$ cat config.mk
export PLATFORM = sky130hd
export DESIGN_NAME = vga_fb_fetch_ctrl
export DESIGN_NICKNAME = d
export VERILOG_FILES = /design/src/rtl/vga_fb_fetch_ctrl.sv
export SDC_FILE = /design/constraint.sdc
export NUM_CORES = 1
export LEC_CHECK = 0
export CAP_MARGIN = 20
export CORE_MARGIN = 3
export CORE_UTILIZATION = 45
export CTS_CLUSTER_DIAMETER = 30
export DETAILED_ROUTE_END_ITERATION = 12
export HOLD_SLACK_MARGIN = 0.15
export PLACE_DENSITY = 0.78
export SYNTH_ARGS = -nofsm -noshare
export SYNTH_HDL_FRONTEND = slang
export SYNTH_SLANG_ARGS = --single-unit
$ cat constraint.sdc
create_clock -name clk -period 5 [get_ports clk]
set_input_delay 0.75 -clock clk [delete_from_list [all_inputs] [get_ports clk]]
set_output_delay 0.75 -clock clk [all_outputs]
set_load 0.005 [all_outputs]
$ cat src/rtl/vga_fb_fetch_ctrl.sv
// Framebuffer fetch controller: refills the VGA pixel FIFO from a shared single-port SRAM,
// arbitrating against one writer and restarting the pixel stream on every vsync fall.
module vga_fb_fetch_ctrl #(
   parameter int unsigned H_ACT      = 640,
   parameter int unsigned V_ACT      = 480,
   parameter int unsigned ADDR_W     = 19,
   parameter int unsigned BASE_ADDR  = 0,
   parameter int unsigned FIFO_DEPTH = 64,
   parameter int unsigned LVL_W      = 7,
   parameter int unsigned LOW_WM     = 16,
   parameter int unsigned RD_LAT     = 2
) (
   input  logic              clk,
   input  logic              rst_n,
   input  logic              vsync,
   input  logic [LVL_W-1:0]  fifo_level,
   output logic              fifo_wr_en,
   output logic [23:0]       fifo_din,
   output logic              fifo_flush,
   input  logic              wr_req,
   input  logic [ADDR_W-1:0] wr_addr,
   input  logic [23:0]       wr_data,
   output logic              wr_ack,
   output logic              mem_en,
   output logic              mem_we,
   output logic [ADDR_W-1:0] mem_addr,
   output logic [23:0]       mem_wdata,
   input  logic [23:0]       mem_rdata,
   output logic              frame_err
);

   localparam int unsigned TOTAL = H_ACT * V_ACT;
   localparam int unsigned PTR_W = $clog2(TOTAL);
   localparam int unsigned CNT_W = LVL_W + 1;

   typedef enum logic [1:0] {StWaitVs, StFetch, StDone, StResync} state_e;

   state_e            state_q, state_d;
   logic              vs_q1, vs_q2, vs_start;
   logic [PTR_W-1:0]  rd_ptr_q;
   logic [CNT_W-1:0]  inflight_q;
   logic [RD_LAT-1:0] vpipe_q;
   logic [CNT_W-1:0]  occupancy;
   logic [ADDR_W-1:0] rd_addr;
   logic              credit, urgent, wr_ok, last_rd, exit_tag;
   logic              issue_rd, issue_wr, flush_d, err_d, ptr_clr;

   assign vs_start  = vs_q2 & ~vs_q1;
   // inflight counts reads from the arbitration decision until their data leaves the pipe
   assign occupancy = CNT_W'(fifo_level) + inflight_q;
   assign credit    = occupancy < CNT_W'(FIFO_DEPTH);
   assign last_rd   = rd_ptr_q == PTR_W'(TOTAL - 1);
   assign exit_tag  = vpipe_q[RD_LAT-1];
   assign rd_addr   = ADDR_W'(BASE_ADDR) + ADDR_W'(rd_ptr_q);

   always_ff @(posedge clk or negedge rst_n) begin
      if (!rst_n) state_q <= StWaitVs;
      else        state_q <= state_d;
   end

   always_comb begin
      state_d = state_q;
      case (state_q)
         StWaitVs, StDone: if (vs_start) state_d = StFetch;
         StFetch: begin
            if (vs_start)                 state_d = StResync;
            else if (issue_rd && last_rd) state_d = StDone;
         end
         StResync: if (inflight_q == '0) state_d = StFetch;
         default: state_d = StWaitVs;
      endcase
   end

   always_comb begin
      urgent     = (state_q == StFetch) && (occupancy < CNT_W'(LOW_WM)) && credit;
      // mask the request during its own ack cycle so a held wr_req is not written twice
      wr_ok      = wr_req && !wr_ack;
      issue_rd   = urgent || ((state_q == StFetch) && credit && !wr_ok);
      issue_wr   = wr_ok && !urgent;
      flush_d    = ((state_q == StWaitVs) && vs_start) ||
                   ((state_q == StResync) && (inflight_q == '0));
      err_d      = (state_q == StFetch) && vs_start;
      ptr_clr    = (state_q != StFetch) && (state_d == StFetch);
      fifo_wr_en = exit_tag && (state_q != StResync);
      fifo_din   = fifo_wr_en ? mem_rdata : '0;
   end

   always_ff @(posedge clk or negedge rst_n) begin
      if (!rst_n) begin
         vs_q1      <= 1'b0;
         vs_q2      <= 1'b0;
         mem_en     <= 1'b0;
         mem_we     <= 1'b0;
         wr_ack     <= 1'b0;
         mem_addr   <= '0;
         mem_wdata  <= '0;
         fifo_flush <= 1'b0;
         frame_err  <= 1'b0;
         rd_ptr_q   <= '0;
         inflight_q <= '0;
         vpipe_q    <= '0;
      end else begin
         vs_q1      <= vsync;
         vs_q2      <= vs_q1;
         mem_en     <= issue_rd | issue_wr;
         mem_we     <= issue_wr;
         wr_ack     <= issue_wr;
         fifo_flush <= flush_d;
         frame_err  <= err_d;
         if (issue_wr) begin
            mem_addr  <= wr_addr;
            mem_wdata <= wr_data;
         end else if (issue_rd) begin
            mem_addr  <= rd_addr;
         end
         if (ptr_clr)       rd_ptr_q <= '0;
         else if (issue_rd) rd_ptr_q <= rd_ptr_q + 1'b1;
         inflight_q <= inflight_q + CNT_W'(issue_rd) - CNT_W'(exit_tag);
         vpipe_q    <= RD_LAT'({vpipe_q, mem_en & ~mem_we});
      end
   end

endmodule

==> impl_metrics.toml <==
[clock_network]
clk_pin_slew_ns = 0.09
cts_resized = 0
cts_htree_levels = 3
clkLatencyLatePin_ns = 0.35
cts_hold_buf = 0
clockBufferDepth = 2
cts_sinks = 80
cts_root_buffer = "clkbuf_8"
cts_tree = "built"
cts_setup_buffers = 0
numCtsBuffers = 9

[routing]
dr_total_vias = 3625
drtIter0Drc = 246
dr.pass1.iters = 4
viasPerCell = 5.284
ant_nets = 0
route.detailed.drc = 0
routed_wl_microns = 10370
routedWlPerCell_microns = 15.12

[synthesis]
synthFlopType = "dfrtp_1"
syn_inst = 410
ys_ff_latch = 80
async_reset_ff_share_pct = 100.0
yosysSeqAreaShare_pct = 46.98
synth_area_per_cell_sq_um = 10.39
yosys_warnings = 0
syn-num-nets = 507
yosys.cell_types.count = 49
synth_edf_count = 0
synth_area_sq_mm = 0.004262

[cells_and_area]
diodes = 0
drive_gt1_share_pct = 10.71
syn2layout_area_growth_pct = 44.45
final_common_cell = "clkdlybuf4s50_1"
final_nets = 652
most-common-layout-cells = "clkdlybuf4s50_1 (149), dfrtp_1 (80), nand2_1 (34)"
fillCellCount = 680
fin_util_pct = 68.58

[power]
power_per_cell_area_mw_per_mm2 = 519.1
switchingPower_uw = 1041
total_power_uw = 3195
leakage_uw = 0.002641
ir_worst_vdd_mv = 0.3501
p_int_uw = 2154
pwr-share-comb_pct = 47.6
seqPwrFrac_pct = 32.7
clkPwrFrac_pct = 19.7
swShare_pct = 32.59

[sta]
maxSlewHeadroom_pct = 47.68
max_freq_mhz = 243.5
final-setup-viol-count = 0
rsz0062_at_grt = "no"
fin_hold_ws_ns = 0.2018
min_period_over_period_pct = 82.14
hold_viol_final = 0
tns_ns = 0
fin_skew_ns = 0.01137
drv_slew = 0
worst_pin_slew_ns = 0.7831
min_period_ns = 4.107

[worst_setup_path]
cp_slowest_cell = "fa_1"
crit_path_max_incr_delay_ns = 0.42
worstPathCellList = "clkdlybuf4s50_1, ha_1, a21oi_1, o21ai_0, nor3_1, o221ai_4, or2_2, ha_1, inv_1, ha_1, fa_1, a21oi_1, nor2_1, o21ai_0, a21oi_1, nor2_1, xnor2_1"
rrSetupSlack_ns = 1.30
worst-path-max-fanout = 9
worstPathArrival_ns = 4.38
path_class = "in -> reg"
end_kind = "flip-flop"
start_kind = "primary input"
crit_required_ns = 5.28

[floorplanning]
io_pins = 151
rows = 34
die_area_sq_mm = 0.01067
core_sq_mm = 0.008976
initial_core_util_pct = 47.48
die_w_microns = 103.3
chipHeight_microns = 103.3

[worst_hold_path]
hold_class = "in -> async"

[global_route]
grt_usage_pct = 19.87
grt-ovfl-total = 0
grt_pass1_wl_microns = 17040
antenna_found_initial = 0
grt_max_degree = 81
grt_pass1_vias = 3698

[job]
maxCapViolCount = 0

[place]
place_congestion = 0.9240
dp_hpwl_microns = 7559
port_buffers = 150

[status]
status = "completed"
-- registers in the layout (all words and copies together) (netlist names) --
signal and flops:
mem_wdata 24, mem_addr 19, rd_ptr_q 19, inflight_q 8, state_q 2, vpipe_q 2, fifo_flush 1, frame_err 1
mem_en 1, mem_we 1, vs_q1 1, vs_q2 1
-- layer usage --
metal	share of wire, %	GRT usage (%)
met4	0.39	2.988
met1	40	23.74
met3	11	7.646
met5	0	0
met2	49	34.83
-- cells in the mapped netlist (all sizes together), types with 15 or more instances --
master / n / share of area (%)
a21oi: 19 / 2.6
and2: 26 / 3.8
buf: 15 / 2.1
dfrtp: 80 / 47
ha: 18 / 5.3
inv: 17 / 1.5
mux2: 25 / 6.6
nand2: 34 / 3.0
nor2: 29 / 2.6
o211a: 18 / 4.2
o31ai: 15 / 2.6
or3: 19 / 2.8
-- worst max-delay path: cells and delay by family --
family          cells  cell delay, ns
simple gates        4            0.90
compound gates      6            0.86
xor+xnor            1            0.13
buf+inv             2            0.45
fa+ha+maj           4            1.28
-- layout make-up --
class	count	area, sq um	area share [%]
Clock buffer	10	137.6	2.236
Clock inverter	6	130.1	2.114
Inverter	17	63.81	1.037
Multi-Input combinational cell	289	2088	33.92
Sequential cell	80	2002	32.52
Tap cell	126	157.7	2.561
Timing Repair Buffer	158	1577	25.61
-- worst paths after layout --
check | from | to | cells after the start
min in group clk | vpipe_q[0] | vpipe_q[1] | 0
max in group asynchronous | rst_n | rd_ptr_q[0] | 2
max | fifo_level[4] | inflight_q[6] | 17
min | rst_n | mem_wdata[8] | 1
max reg2reg | inflight_q[4] | inflight_q[6] | 16
min reg2reg | vpipe_q[0] | vpipe_q[1] | 0
-- power groups by stage --
stage	logic (uW)	clock network, uW	registers [uW]
2_1_floorplan	873	0	1050
3_3_place_gp	1480	0	1050
3_5_place_dp	1530	0	1060
4_1_cts	1540	642	1050
5_1_grt	1690	670	1080
6_report	1520	628	1050
-- cells by family after synthesis --
kind of cell	share of synthesized area, %
buf+inv	4.374
simple gates	19.32
fa+ha+maj	5.755
mux	7.546
xor+xnor	1.439
compound gates	14.59
flops	46.98
-- stage by stage --
stage               instance area, sq um  std cells  worst slack, ns
floorplan                           4262        410            1.139
global placement                    5848        667           0.6942
detailed placement                  5848        667           0.5237
CTS                                 6116        683           0.8941
global route                        6156        686           0.5968
finish                              6156        686           0.8929
Note: power is estimated with default switching activity, not from simulation.
